[src/rtl/npu_input_sequencer.sv]
// Input sequencer: drains the input-interface FIFO and delivers framed operand
// vectors (first/last tags) to the PE array through a 2-entry skid buffer.
module npu_input_sequencer #(
    parameter int unsigned DATA_W = 16,
    parameter int unsigned LEN_W  = 8
) (
    input  logic              clk,
    input  logic              rst,
    input  logic              cfg_en,
    input  logic [15:0]       cfg_data,
    input  logic              fifo_empty,
    input  logic [DATA_W-1:0] fifo_data,
    output logic              fifo_read_en,
    output logic [DATA_W-1:0] pe_data,
    output logic              pe_valid,
    output logic              pe_first,
    output logic              pe_last,
    input  logic              pe_ready,
    output logic              busy,
    output logic              done,
    output logic              cfg_err
);

    localparam int unsigned SLOTS = 2;

    typedef enum logic [1:0] {
        IDLE  = 2'd0,
        RUN   = 2'd1,
        DRAIN = 2'd2
    } state_t;

    typedef struct packed {
        logic [DATA_W-1:0] data;
        logic              first;
        logic              last;
    } beat_t;

    state_t            state_q, state_d;
    logic [LEN_W-1:0]  n_q, m_q, elem_q, vec_q;
    logic              inflight_q, inf_first_q, inf_last_q;
    beat_t             slot0_q, slot1_q;
    logic              vld0_q, vld1_q;
    logic              busy_q, done_q, cfg_err_q;

    logic              issue, load_cfg, done_d, cfg_err_d;
    logic              credit_ok, elem_last, pop, cap;
    logic [1:0]        credits;
    logic [LEN_W-1:0]  cfg_n, cfg_m;
    beat_t             cap_beat;

    assign cfg_n     = cfg_data[LEN_W-1:0];
    assign cfg_m     = cfg_data[2*LEN_W-1:LEN_W];
    assign elem_last = (elem_q == n_q - LEN_W'(1));

    // Credit check on registered occupancy only: buffered + in-flight never exceeds the slots.
    assign credits   = 2'(vld0_q) + 2'(vld1_q) + 2'(inflight_q);
    assign credit_ok = !fifo_empty && (credits < 2'(SLOTS));

    assign pop      = vld0_q && pe_ready;
    assign cap      = inflight_q;
    assign cap_beat = '{data: fifo_data, first: inf_first_q, last: inf_last_q};

    assign fifo_read_en = issue;
    assign pe_data      = slot0_q.data;
    assign pe_first     = slot0_q.first;
    assign pe_last      = slot0_q.last;
    assign pe_valid     = vld0_q;
    assign busy         = busy_q;
    assign done         = done_q;
    assign cfg_err      = cfg_err_q;

    // State register
    always_ff @(posedge clk) begin
        if (rst) begin
            state_q <= IDLE;
        end else begin
            state_q <= state_d;
        end
    end

    // Next state, read issue and pulse requests
    always_comb begin
        state_d   = state_q;
        issue     = 1'b0;
        load_cfg  = 1'b0;
        done_d    = 1'b0;
        cfg_err_d = 1'b0;
        case (state_q)
            IDLE: begin
                if (cfg_en) begin
                    if (cfg_n != '0) begin
                        load_cfg = 1'b1;
                        state_d  = RUN;
                    end else begin
                        cfg_err_d = 1'b1;
                    end
                end
            end
            RUN: begin
                cfg_err_d = cfg_en;
                issue     = credit_ok;
                if (issue && elem_last && (m_q != '0) && (vec_q == m_q - LEN_W'(1))) begin
                    state_d = DRAIN;
                end
            end
            DRAIN: begin
                cfg_err_d = cfg_en;
                if (!vld0_q && !inflight_q) begin
                    state_d = IDLE;
                    done_d  = 1'b1;
                end
            end
            default: state_d = IDLE;
        endcase
    end

    // Configuration and element/vector counters; tags are fixed at issue time
    always_ff @(posedge clk) begin
        if (rst) begin
            n_q         <= '0;
            m_q         <= '0;
            elem_q      <= '0;
            vec_q       <= '0;
            inflight_q  <= 1'b0;
            inf_first_q <= 1'b0;
            inf_last_q  <= 1'b0;
        end else begin
            if (load_cfg) begin
                n_q    <= cfg_n;
                m_q    <= cfg_m;
                elem_q <= '0;
                vec_q  <= '0;
            end else if (issue) begin
                if (elem_last) begin
                    elem_q <= '0;
                    vec_q  <= vec_q + LEN_W'(1);
                end else begin
                    elem_q <= elem_q + LEN_W'(1);
                end
            end
            inflight_q  <= issue;
            inf_first_q <= (elem_q == '0);
            inf_last_q  <= elem_last;
        end
    end

    // Two-slot in-order output buffer; slot0 is the head
    always_ff @(posedge clk) begin
        if (rst) begin
            slot0_q <= '0;
            slot1_q <= '0;
            vld0_q  <= 1'b0;
            vld1_q  <= 1'b0;
        end else begin
            case ({cap, pop})
                2'b11: begin
                    if (vld1_q) begin
                        slot0_q <= slot1_q;
                        slot1_q <= cap_beat;
                    end else begin
                        slot0_q <= cap_beat;
                    end
                end
                2'b01: begin
                    slot0_q <= slot1_q;
                    vld0_q  <= vld1_q;
                    vld1_q  <= 1'b0;
                end
                2'b10: begin
                    if (!vld0_q) begin
                        slot0_q <= cap_beat;
                        vld0_q  <= 1'b1;
                    end else begin
                        slot1_q <= cap_beat;
                        vld1_q  <= 1'b1;
                    end
                end
                default: ;
            endcase
        end
    end

    // Registered status outputs
    always_ff @(posedge clk) begin
        if (rst) begin
            busy_q    <= 1'b0;
            done_q    <= 1'b0;
            cfg_err_q <= 1'b0;
        end else begin
            busy_q    <= (state_d != IDLE);
            done_q    <= done_d;
            cfg_err_q <= cfg_err_d;
        end
    end

endmodule

[config.mk]
export PLATFORM = sky130hd
export DESIGN_NAME = npu_input_sequencer
export DESIGN_NICKNAME = d
export VERILOG_FILES = /design/src/rtl/npu_input_sequencer.sv
export SDC_FILE = /design/constraint.sdc
export NUM_CORES = 1
export LEC_CHECK = 0
export CORE_UTILIZATION = 35
export DETAILED_ROUTE_END_ITERATION = 8
export PLACE_DENSITY_LB_ADDON = 0.08
export SLEW_MARGIN = 25
export SYNTH_ARGS = -nofsm -noshare
export SYNTH_HDL_FRONTEND = slang
export SYNTH_SLANG_ARGS = --single-unit
[constraint.sdc]
create_clock -name clk -period 3 [get_ports clk]
set_input_delay 0.6 -clock clk [delete_from_list [all_inputs] [get_ports clk]]
set_output_delay 0.6 -clock clk [all_outputs]
set_load 0.005 [all_outputs]
After elaboration in Yosys (flattened, before gate mapping)
Cells that the tools add are included.
Word-level totals
  output and inout port bits: 23
  input port bits: 37
  register bits after elaboration: 78
  word-level logic and storage cells: 84
Operators by class
  multiplexer cells: 23
  reductions and logical operators: 24
  order comparisons: 1
  equal/unequal tests: 10
  add/subtract/negate cells: 6
  bitwise logic cells: 1
Operators by type and width (number)
  $mux W18: 4
  $pmux W18 S3: 1
  $pmux W18 S2: 1
  $add A8 B1 Y8 const B: 2
  $eq A8 B8 Y1: 2
  $reduce_bool A8 Y1: 2
  $sub A8 B1 Y8 const B: 2
  $logic_not A8 Y1: 1
  $mux W1: 8
  $mux W2: 4
  $mux W8: 1
  $eq A2 B2 Y1 const B: 3
  $logic_and A1 B1 Y1: 6
  $ne A2 B2 Y1 const B: 3
  $pmux W1 S2: 3
  $pmux W2 S3: 1
  $reduce_and A2 Y1: 3
  $reduce_bool A2 Y1: 3
  $reduce_or A2 Y1: 3
  $eq A2 B1 Y1 const B: 2
  $logic_not A1 Y1: 3
  $reduce_and A3 Y1: 1
  $reduce_bool A3 Y1: 1
  $add A1 B1 Y2: 1
  other kinds (4): 4

Longest topological paths before layout
  depth in word-level cells: 10
  depth in mapped cells: 11
  mapped depth without buffers: 9

Worst setup path before layout
No wires, ideal clock.
  kind: input -> register
  start point: input port pe_ready
  end point: register slot1_q[10] (netlist bit)
  required time: 2872 ps
  data arrival time: 2338 ps
  stages: 8
  path slack: 534 ps
  setup time: 128 ps
  path buffers: 2
  cell sequence: nand2_1 -> ha_1 -> clkbuf_1 -> mux2i_1 -> nor2_1 -> buf_2 -> mux2i_1 -> nor2_1
On the way
  cells in the longest elaborated chain, start to end: 4
  elaborated cells between the ends (all ways): 8
  those cells by class: 4 x eq/ne; 1 x mux; 3 x reduce/logical
Ends and longest elaborated chain
  start, declared: line 18  | input logic pe_ready,
  $logic_and A1 B1 Y1 (*): line 59  | assign pop = vld0_q && pe_ready;
  $eq A2 B2 Y1: line 155  | case ({cap, pop})
  $ne A2 B2 Y1 (no line) or $reduce_bool A2 Y1 (tied branches)
  $reduce_and A3 Y1 (no line)
  end signal, assigned: line 159  | slot1_q <= cap_beat;
  end signal, assigned: line 174  | slot1_q <= cap_beat;
  end, declared: line 41  | beat_t slot0_q, slot1_q;
Every way passes the cells marked *; elsewhere a longest branch is shown, timed or not.
A chain may end at the register's enable or synchronous reset.

Final worst setup path
  start point: register inflight_q (netlist: cap)
  end point: output port fifo_read_en
On the way
  cells in the longest elaborated chain, start to end: 4
Ends and longest elaborated chain
  start, declared: line 40  | logic inflight_q, inf_first_q, inf_last_q;
  start signal, assigned: line 141  | inflight_q <= issue;
  $add A2 B1 Y2: line 56  | assign credits = 2'(vld0_q) + 2'(vld1_q) + 2'(inflight_q);
  $lt A2 B2 Y1: line 57  | assign credit_ok = !fifo_empty && (credits < 2'(SLOTS));
  $logic_and A1 B1 Y1: line 57
  $mux W1: line 88  | case (state_q)
  end, declared: line 13  | output logic fifo_read_en,
Every way passes these cells.

==> impl_summary.log <==
[metrics] headroom to the max-slew limit: a little over 60%
[metrics] core area: 0.0111 sq mm
[metrics] Pleak: roughly 1.9 nW
[metrics] Post-Syn Area: a little over 0.004 sq mm
[metrics] largest fanout on the critical path: 6
[metrics] width of the chip: 110 um
[metrics] data arrival at the endpoint of the critical path: 2250 ps
[metrics] Layout Area Growth over Synthesis: 26.7%
[metrics] TritonCTS Buffers: 9
[metrics] number of H-tree branching levels: 3
[metrics] Congestion Overflow GR: 0
[metrics] wire length per cell after detailed routing: between 15 and 20 um
[metrics] Die Area: approximately 0.012 sq mm
[metrics] cell type with the highest aggregate area in the netlist: sky130_fd_sc_hd__dfxtp_1
[metrics] kind of launch point of the worst setup path: register
[metrics] Layout Nets: between 500 and 600
[metrics] number of standard cells after synthesis: between 400 and 500
[metrics] number of instances resized during post-cts repair: 1
[metrics] most frequent cell after synthesis: sky130_fd_sc_hd__dfxtp_1
[metrics] maximum buffer depth of the clock tree: 2
[metrics] effective utilization at floorplan: a little over a third
[metrics] All-Layer GR Usage: between 10% and 20%
[metrics] Placement Rows: 38
[metrics] clock transition at the registers of the reported paths: 60 ps
[metrics] total setup buffers inserted after CTS: 0
[metrics] ys async rst share: 0%
[metrics] sequential share of the synthesized area: between 30% and 40%
[metrics] max-slew violation count: 0
[metrics] TritonCTS clock tree: yes
[metrics] total of max-cap violations: 0
[metrics] # placed instances: roughly 670
[metrics] shortest period the worst path allows: roughly 2800 ps
[metrics] f_max: between 0.3 and 0.4 GHz
[metrics] Final Cycle Share: 94.9%
[metrics] antenna diode count: 0
[metrics] Routed WL: 10,200 um
[metrics] average size of a mapped cell: about 8.4 sq um
[metrics] die height: 110 um
[metrics] leading cell types by count after synthesis: sky130_fd_sc_hd__dfxtp_1, sky130_fd_sc_hd__nor2_1, sky130_fd_sc_hd__nand2_1
[metrics] vias in the first global route: ~3,500
[metrics] clock latency reported for the late side of the worst-skew pair: about 340 ps
[metrics] Setup CP Type: register to primary output
[metrics] required time at the endpoint of the critical path: 2400 ps
[metrics] sort of element at the end of the critical path: primary output
[metrics] root cell of the clock tree: sky130_fd_sc_hd__clkbuf_16
[metrics] Cell Count, Final, Fillers Out: roughly 700
[metrics] layout cells sized above 1: 8.30%
[metrics] TNS Setup: 0 ps
[metrics] Worst Max-Slew Pin Slew: between 500 and 600 ps
[metrics] placed wire-length estimate after detailed placement: a little over 7000 um
[metrics] number of nets with antenna violations after detailed routing: 0
[metrics] power per unit of standard cell area: about 520 mW/mm^2
[metrics] residual DRC count: 0
[metrics] Worst IR Drop VDD: 0.000282 V
[metrics] wire length of the first global-routing pass: approximately 17,000 um
[metrics] vias per std cell: 5.37
[metrics] top cells by area in the synthesized netlist: sky130_fd_sc_hd__dfxtp_1, sky130_fd_sc_hd__mux2i_1, sky130_fd_sc_hd__a21oi_1
[metrics] run status: finished clean
[metrics] top cell type's share of synthesized area: about two fifths
[metrics] total of warnings raised by yosys: 0
[metrics] summed area of non-filler cells in the final layout: roughly 0.005 sq mm
[metrics] first-pass iteration count of the detailed router: 4
[metrics] total of endpoints with negative setup slack in the final report: 0
[metrics] Placed Area: between 0.004 and 0.005 sq mm
[metrics] prevailing post-synth register cell: sky130_fd_sc_hd__dfxtp_1
[metrics] Vias: between 3,000 and 4,000
[metrics] number of synthesized register bits: 78
[metrics] maximum number of pins on one net before global-route repair: 40
[metrics] Top Ports: 60
[metrics] Final Hold Viols: 0
[metrics] routability congestion estimate from global placement: around 0.8
[metrics] count of hold buffers inserted by post-cts repair: 0
[metrics] number of nets produced by synthesis: 533
[metrics] number of flops mapped to enable cells by yosys: 0
[metrics] RSZ-0062 raised after global routing: false
[metrics] post-route clock skew: roughly 6.7 ps
[metrics] initial antenna violation count: 0
[metrics] # clock sinks: 78
[metrics] port buffer count: 59
[metrics] type of the most critical hold path: register to register
[metrics] drt first-iter violations: approximately 190
[metrics] Distinct cells, synth: 50
[through the flow]
stage / setup slack [ps] / total power [mW] / utilization [%] / hold WS (ps)
floorplan: 534 / 1.36 / - / 448
global placement: 143 / 1.52 / 43.5 / 461
detailed placement: 147 / 1.53 / 43.5 / 467
CTS: 50.7 / 2.71 / 46.4 / 475
global route: 20.8 / 2.80 / 46.5 / 505
finish: 153 / 2.68 / 46.5 / 472
[state kept, by name, indices dropped and copies added (netlist names), 2 cells and up]
name,cells
vec_q,8
elem_q,8
pe_data,16
state_q,2
n_q,8
m_q,8
slot1_q,18
[cells in the final DEF, fill, tap and decap left out, drive strengths merged, types with 3 or more instances in the layout]
cell type / instances
nor4: 6
clkbuf: 10
a221oi: 18
nor2: 50
a211oi: 18
dfxtp: 78
buf: 17
or3: 4
o211ai: 3
nand4: 8
xnor2: 13
or4: 7
nand2: 49
a31oi: 3
o31ai: 8
and3: 3
inv: 16
nand3: 9
a21oi: 43
nor3: 22
o21ai: 9
clkinv: 3
clkdlybuf4s50: 58
nor2b: 8
mux2i: 34
ha: 15
xor2: 10
[worst max-delay path, stage by stage, from the launching register on]
cell and delay [ps]:
sky130_fd_sc_hd__dfxtp_1 440, sky130_fd_sc_hd__inv_1 120, sky130_fd_sc_hd__ha_1 300, sky130_fd_sc_hd__a211oi_2 310, sky130_fd_sc_hd__nand2_2 140, sky130_fd_sc_hd__inv_2 90, sky130_fd_sc_hd__clkdlybuf4s50_1 500
[cells by family (layout without fill, tap and decap cells)]
kind of cell | after synthesis | count (layout) | synth area share, %
XOR/XNOR | 23 | 23 | 4.96
AND/OR/NAND/NOR | 177 | 177 | 21.8
buffers and inverters | 46 | 107 | 4.56
flip-flops | 78 | 78 | 38.4
multiplexers | 34 | 34 | 8.38
adder cells (fa/ha/maj) | 15 | 15 | 4.62
AO/OA/AOI/OAI | 108 | 108 | 17.3
[report_power, final]
part | switching (mW) | leakage (nW) | internal (mW) | total [mW]
clock network | 0.443 | 0.152 | 0.727 | 1.17
logic | 0.206 | 1.07 | 0.191 | 0.397
registers | 0.0357 | 0.634 | 1.08 | 1.11
[path summary, 6_finish.rpt]
path,startpoint,end,slack [ps],depth (start not counted)
min reg2reg,n_q[7],n_q[7],470,2
min,n_q[7],n_q[7],470,2
max reg2reg,cap,vec_q[5],490,9
max,cap,fifo_read_en,150,6
[layout make-up]
type | count | area, sq um
Fill cell | 1089 | 5930
Multi-Input combinational cell | 357 | 2330
Sequential cell | 78 | 1560
Timing Repair Buffer | 75 | 706
Clock buffer | 10 | 229
Tap cell | 140 | 175
Clock inverter | 6 | 86.3
Inverter | 16 | 60.1
[metal layers]
metal  track usage (%)  up-vias  share of wire [%]
met5                 0        -                  0
met4              7.90        0                2.2
met3              4.03       18                4.0
met2              28.5       75                 43
met1              24.3     1720                 51
li1                  -     1846                  -
Note: power is estimated with default switching activity, not from simulation.
